[src/rtl/ru_mem_responder_if.sv]
// ---------------------------------------------------------------------------
// Module : ru_mem_responder_if
// Brief  : Request-unit / RAM-port signal bundle for ru_mem_responder.
//          slave  = the responder's view, master = requester/RAM view.
// Rev    : 1.0 - initial release
// ---------------------------------------------------------------------------
`default_nettype none

interface ru_mem_responder_if;
  // request unit side
  logic        iREN;
  logic [31:0] iaddr;
  logic        dREN;
  logic        dWEN;
  logic [31:0] daddr;
  logic [31:0] dstore;
  logic        ihit;
  logic [31:0] iload;
  logic        dhit;
  logic [31:0] dload;
  // backing RAM side
  logic        ramREN;
  logic        ramWEN;
  logic [31:0] ramaddr;
  logic [31:0] ramstore;
  logic [31:0] ramload;
  logic        ram_ready;
  // status
  logic        bus_err;

  modport slave (
    input  iREN, iaddr, dREN, dWEN, daddr, dstore, ramload, ram_ready,
    output ihit, iload, dhit, dload, ramREN, ramWEN, ramaddr, ramstore, bus_err
  );

  modport master (
    output iREN, iaddr, dREN, dWEN, daddr, dstore, ramload, ram_ready,
    input  ihit, iload, dhit, dload, ramREN, ramWEN, ramaddr, ramstore, bus_err
  );
endinterface

`default_nettype wire

[src/rtl/ru_mem_responder.sv]
// ---------------------------------------------------------------------------
// Module : ru_mem_responder
// Brief  : Arbitrates instruction/data requests onto one RAM port, returns
//          single-cycle hit pulses, aborts stalled accesses after TIMEOUT
//          cycles and keeps a sticky bus-error flag.
// Rev    : 1.0 - initial release
// ---------------------------------------------------------------------------
`default_nettype none

module ru_mem_responder #(
  parameter int unsigned TIMEOUT  = 64,
  parameter logic [31:0] ERR_WORD = 32'hBAD1BAD1
) (
  input  logic               CLK,
  input  logic               RST,
  ru_mem_responder_if.slave  bus
);

  // Counter is wide enough to hold TIMEOUT itself, so no wrap concerns.
  localparam int CNT_W = $clog2(TIMEOUT + 1);
  localparam logic [CNT_W-1:0] CNT_LAST = CNT_W'(TIMEOUT - 1);

  typedef enum logic [1:0] {
    IDLE   = 2'd0,
    ACCESS = 2'd1,
    RESP   = 2'd2
  } state_t;

  typedef enum logic [1:0] {
    OP_IRD = 2'd0,
    OP_DRD = 2'd1,
    OP_DWR = 2'd2
  } op_t;

  state_t           state, next_state;
  op_t              op;
  logic [31:0]      addr;
  logic [31:0]      store;
  logic             last_grant_d;   // 0 = last grant went to I, 1 = to D
  logic [CNT_W-1:0] cnt;
  logic [31:0]      iload_r;
  logic [31:0]      dload_r;
  logic             bus_err_r;

  logic             d_req;
  logic             grant_i;
  logic             grant_d;
  logic             timeout_hit;
  logic             ram_ren;
  logic             ram_wen;
  logic             ihit_c;
  logic             dhit_c;

  // dREN together with dWEN counts as a single data (write) request.
  assign d_req = bus.dREN | bus.dWEN;

  // State register.
  always_ff @(posedge CLK or posedge RST) begin
    if (RST) state <= IDLE;
    else     state <= next_state;
  end

  // Next-state, arbitration and strobe/hit decode.
  always_comb begin
    next_state  = state;
    grant_i     = 1'b0;
    grant_d     = 1'b0;
    timeout_hit = 1'b0;
    ram_ren     = 1'b0;
    ram_wen     = 1'b0;
    ihit_c      = 1'b0;
    dhit_c      = 1'b0;
    case (state)
      IDLE: begin
        // Data wins unless it also won last time and I is waiting.
        grant_i = bus.iREN & (~d_req | last_grant_d);
        grant_d = d_req & ~grant_i;
        if (grant_i | grant_d) next_state = ACCESS;
      end
      ACCESS: begin
        ram_ren = (op != OP_DWR);
        ram_wen = (op == OP_DWR);
        if (bus.ram_ready) begin
          next_state = RESP;
        end else if (cnt == CNT_LAST) begin
          timeout_hit = 1'b1;
          next_state  = RESP;
        end
      end
      RESP: begin
        ihit_c     = (op == OP_IRD);
        dhit_c     = (op != OP_IRD);
        next_state = IDLE;
      end
      default: next_state = IDLE;
    endcase
  end

  // Request latch, wait counter, load capture and sticky error.
  always_ff @(posedge CLK or posedge RST) begin
    if (RST) begin
      op           <= OP_IRD;
      addr         <= 32'h0;
      store        <= 32'h0;
      last_grant_d <= 1'b0;
      cnt          <= '0;
      iload_r      <= 32'h0;
      dload_r      <= 32'h0;
      bus_err_r    <= 1'b0;
    end else begin
      if (grant_i) begin
        op           <= OP_IRD;
        addr         <= bus.iaddr & ~32'h3;
        store        <= bus.dstore;
        last_grant_d <= 1'b0;
      end else if (grant_d) begin
        op           <= bus.dWEN ? OP_DWR : OP_DRD;
        addr         <= bus.daddr & ~32'h3;
        store        <= bus.dstore;
        last_grant_d <= 1'b1;
      end

      if (state == ACCESS && !bus.ram_ready && !timeout_hit) cnt <= cnt + 1'b1;
      else if (state != ACCESS)                              cnt <= '0;

      if (state == ACCESS) begin
        if (bus.ram_ready) begin
          if (op == OP_IRD) iload_r <= bus.ramload;
          if (op == OP_DRD) dload_r <= bus.ramload;
        end else if (timeout_hit) begin
          bus_err_r <= 1'b1;
          if (op == OP_IRD) iload_r <= ERR_WORD;
          if (op == OP_DRD) dload_r <= ERR_WORD;
        end
      end
    end
  end

  assign bus.ramREN   = ram_ren;
  assign bus.ramWEN   = ram_wen;
  assign bus.ramaddr  = addr;
  assign bus.ramstore = store;
  assign bus.ihit     = ihit_c;
  assign bus.dhit     = dhit_c;
  assign bus.iload    = iload_r;
  assign bus.dload    = dload_r;
  assign bus.bus_err  = bus_err_r;

endmodule

`default_nettype wire

[src/flat_wrapper.sv]
// flat-port wrapper written by rule: the top's interface ports become plain ports
module ru_mem_responder_flat 
#(
  parameter int unsigned TIMEOUT  = 64,
  parameter logic [31:0] ERR_WORD = 32'hBAD1BAD1
)
  (CLK, RST, bus_iREN, bus_iaddr, bus_dREN, bus_dWEN, bus_daddr, bus_dstore, bus_ramload, bus_ram_ready, bus_ihit, bus_iload, bus_dhit, bus_dload, bus_ramREN, bus_ramWEN, bus_ramaddr, bus_ramstore, bus_bus_err);
  ru_mem_responder_if bus_i ();
  input  logic CLK;
  input  logic RST;
  input wire logic [$bits(bus_i.iREN)-1:0] bus_iREN;
  input wire logic [$bits(bus_i.iaddr)-1:0] bus_iaddr;
  input wire logic [$bits(bus_i.dREN)-1:0] bus_dREN;
  input wire logic [$bits(bus_i.dWEN)-1:0] bus_dWEN;
  input wire logic [$bits(bus_i.daddr)-1:0] bus_daddr;
  input wire logic [$bits(bus_i.dstore)-1:0] bus_dstore;
  input wire logic [$bits(bus_i.ramload)-1:0] bus_ramload;
  input wire logic [$bits(bus_i.ram_ready)-1:0] bus_ram_ready;
  output wire logic [$bits(bus_i.ihit)-1:0] bus_ihit;
  output wire logic [$bits(bus_i.iload)-1:0] bus_iload;
  output wire logic [$bits(bus_i.dhit)-1:0] bus_dhit;
  output wire logic [$bits(bus_i.dload)-1:0] bus_dload;
  output wire logic [$bits(bus_i.ramREN)-1:0] bus_ramREN;
  output wire logic [$bits(bus_i.ramWEN)-1:0] bus_ramWEN;
  output wire logic [$bits(bus_i.ramaddr)-1:0] bus_ramaddr;
  output wire logic [$bits(bus_i.ramstore)-1:0] bus_ramstore;
  output wire logic [$bits(bus_i.bus_err)-1:0] bus_bus_err;
  assign bus_i.iREN = bus_iREN;
  assign bus_i.iaddr = bus_iaddr;
  assign bus_i.dREN = bus_dREN;
  assign bus_i.dWEN = bus_dWEN;
  assign bus_i.daddr = bus_daddr;
  assign bus_i.dstore = bus_dstore;
  assign bus_i.ramload = bus_ramload;
  assign bus_i.ram_ready = bus_ram_ready;
  assign bus_ihit = bus_i.ihit;
  assign bus_iload = bus_i.iload;
  assign bus_dhit = bus_i.dhit;
  assign bus_dload = bus_i.dload;
  assign bus_ramREN = bus_i.ramREN;
  assign bus_ramWEN = bus_i.ramWEN;
  assign bus_ramaddr = bus_i.ramaddr;
  assign bus_ramstore = bus_i.ramstore;
  assign bus_bus_err = bus_i.bus_err;
  ru_mem_responder #(.TIMEOUT(TIMEOUT), .ERR_WORD(ERR_WORD)) u_core (.CLK(CLK), .RST(RST), .bus(bus_i));
endmodule
[config.mk]
export PLATFORM = sky130hd
export DESIGN_NAME = ru_mem_responder_flat
export DESIGN_NICKNAME = d
export VERILOG_FILES = /design/src/rtl/ru_mem_responder_if.sv /design/src/rtl/ru_mem_responder.sv /design/src/flat_wrapper.sv
export SDC_FILE = /design/constraint.sdc
export NUM_CORES = 1
export LEC_CHECK = 0
export CELL_PAD_IN_SITES_DETAIL_PLACEMENT = 0
export CELL_PAD_IN_SITES_GLOBAL_PLACEMENT = 1
export CORE_ASPECT_RATIO = 1.1
export CORE_MARGIN = 1.5
export CORE_UTILIZATION = 51
export CTS_CLUSTER_DIAMETER = 50
export DETAILED_ROUTE_END_ITERATION = 8
export DONT_BUFFER_PORTS = 1
export PLACE_DENSITY_LB_ADDON = 0.1
export SETUP_SLACK_MARGIN = 0.15
export SLEW_MARGIN = 20
export SYNTH_ARGS = -nofsm -noshare
export SYNTH_HDL_FRONTEND = slang
export SYNTH_SLANG_ARGS = --single-unit
[constraint.sdc]
create_clock -name CLK -period 11.25 [get_ports CLK]
set_input_delay 1.125 -clock CLK [delete_from_list [all_inputs] [get_ports CLK]]
set_output_delay 1.125 -clock CLK [all_outputs]
set_load 0.01 [all_outputs]
==> results.tsv <==
metric	value	unit
drive_gt1_share	17.56	%
netlist_instances	594	
cts-hold-fix-buffers	0	
hold_path.class	reg2reg	
async_reset_ff_share	100.0	%
postRouteAntennaNets	0	
cts_resized	0	
synth_top_area_share	53.15	%
drt_iter0_markers	278	
finalPower	2.110	mW
final.period_utilization	24.41	%
clock_latency	0.42	ns
viasPerCell	6.075	
leakagePower	2.783	nW
setup_tns	0	ns
cap_viol_max_count	0	
synth.top_cells.by_count	dfrtp_1, a21oi_1, mux2_2	
ios	267	
diodes	0	
clkTransAtPathRegs	0.05	ns
slowest_delay	0.47	ns
slowest_stage	dfrtp_1	
r2r_cells	4	
finalSetupViolations	0	
start_util	51.98	%
grt_overflow	0	
cts-root-buf	clkbuf_16	
port_buffers	0	
crit_required	10.13	ns
path_class	reg2out	
fillers	1089	
wl_per_cell	20.64	microns
tightestPinTransition	0.8825	ns
crit_chain	nand2b_1 -> nor3_1	
grt_pass1_vias	4491	
grt_max_degree	72	
drc	0	
startpoint_type	flip-flop	
die_w	111	microns
htree_levels	4	
maxSlewViolCount	0	
fmax	364.1	MHz
finalHoldViolations	0	
dieArea	0.01352	sq mm
holdPathEnd	u_core.cnt[4]$_DFFE_PP0P_	
totalWireLength	15230	microns
status	completed	
cts_tree	built	
r2r_end	u_core.bus.ramstore[15]$_DFFE_PP0P_	
finalCriticalPeriod	2.747	ns
power_density	295.5	mW/mm^2
dr.pass1.iters	4	
core	0.01259	sq mm
syn_to_final_growth	9.120	%
ys_seq_area_share	53.15	%
r2r_slack	8.76	ns
syn-cell-area	0.006544	sq mm
synth_area_leaders	dfrtp_1, mux2_2, mux2i_1, a21oi_1, a21o_1	
cp_top_family	simple AND/OR/NAND/NOR gates	
grt_pass1_wl	24040	microns
cts.path.max_buffers	2	
grt_setup_unrepaired	false	
crit_path_end_kind	output port	
min_path_cells	1	
numCtsBuffers	17	
r2r_start	u_core.state[0]$_DFFE_PP0P_	
synth_area_leader_cell	dfrtp_1	
nNetsFinal	704	
ys_ff_latch	139	
crit_path_max_fanout	7	
max_slew_margin	41.17	%
ys.flop_type	dfrtp_1	
num_vias	4483	
ys_types	38	
synth_most_common_cell	dfrtp_1	
grtUsageTotal	22.73	%
avgSynthCellArea	11.02	sq um
synth-edff-count	0	
dp_hpwl	10090	microns
worstHoldStart	u_core.cnt[4]$_DFFE_PP0P_	
yosysWarnings	0	
gp_congestion	0.7610	
skew	0.005836	ns
antenna_found_initial	0	
crit_buf_inv	0	
cts.sinks	139	
cp_data_arrival_time	1.62	ns
peakVddDrop	0.0001313	V
postCtsSetupBuffers	0	
die_y	121.8	microns
rows	43	
## cells in the final DEF, fill, tap and decap left out, types with 3 or more instances in the layout
cell type	count
dfrtp_1	139
a21oi_1	70
mux2_2	57
inv_1	40
mux2i_1	38
o21ai_0	35
a31oi_1	33
nand4_1	30
a21o_1	29
nand2b_1	21
clkbuf_16	17
and2_1	14
nand2_1	7
clkinv_2	5
buf_4	5
nor2b_1	3
mux2_4	3
clkbuf_8	3
clkbuf_1	3
## sequential cells by signal (all words and copies together) (netlist names)
register and cells:
u_core.bus.bus_err 1, u_core.cnt 7, u_core.bus.ramaddr 30, u_core.bus.ramstore 32, u_core.state 2, u_core.bus.dload 32
u_core.bus.iload 32, u_core.last_grant_d 1, u_core.op 2
## power breakdown
part           leakage, nW  total, mW  switching [mW]  internal (mW)
registers             1.62      0.973           0.269          0.704
logic                0.876      0.597           0.313          0.284
clock network        0.283      0.541           0.201          0.340
total                 2.78       2.11           0.783           1.33
## metal layers
layer	GRT usage [%]	share of wire, %
met2	37.46	51
met5	0	0
met1	26.75	38
met3	8.358	8.7
met4	10.34	2.4
## worst reg2reg max path, cell delays in order, from the launching register on
cell and delay, ns:
dfrtp_1 0.46, nor2_4 0.12, buf_4 0.51, and2_4 0.83
mux2_2 0.46
## layout make-up
| class | instances | area (sq um) | share of cell area [%] |
|---|---|---|---|
| multi-input combinational | 365 | 2699 | 37.80 |
| clock buffer | 23 | 478.0 | 6.694 |
| timing repair buffer | 5 | 37.54 | 0.5257 |
| inverter | 41 | 158.9 | 2.225 |
| tap | 157 | 196.4 | 2.751 |
| sequential | 139 | 3478 | 48.71 |
| clock inverter | 8 | 92.59 | 1.297 |
## per-stage QoR
step	setup WS, ns	hold WS, ns	util (%)	cell area [sq um]	std cells
after CTS	8.468	0.5081	56.63	7129	738
after global routing	8.466	0.5354	56.72	7141	738
after global placement	8.696	0.4877	52.10	6559	707
after detailed placement	8.678	0.4935	52.10	6559	707
final	8.503	0.5092	56.72	7141	738
after floorplan	6.400	0.4581	-	6548	595
## cell families (layout without fill, tap and decap cells)
family / Yosys count / in the layout / synth area share, %
buf+inv: 91 / 77 / 6.310
simple gates: 90 / 90 / 8.662
mux: 98 / 98 / 16.31
flops: 139 / 139 / 53.15
fa+ha+maj: 1 / 1 / 0.1912
compound gates: 174 / 174 / 15.32
other cells: 1 / 2 / 0.05731
## worst max path at each step
stage	from	endpoint	slack, ns	cells after the start
floorplan	RST	u_core.bus.bus_err$_DFFE_PP0P_	6.40	1
global placement	bus_dWEN	u_core.bus.ramaddr[28]$_DFFE_PP0P_	8.70	3
detailed placement	bus_dWEN	u_core.bus.ramaddr[28]$_DFFE_PP0P_	8.68	3
CTS	u_core.state[1]$_DFFE_PP0P_	bus_ramWEN	8.47	2
global route	u_core.state[1]$_DFFE_PP0P_	bus_ramWEN	8.47	2
finish	u_core.state[1]$_DFFE_PP0P_	bus_ramWEN	8.50	2
Note: power is estimated with default switching activity, not from simulation.
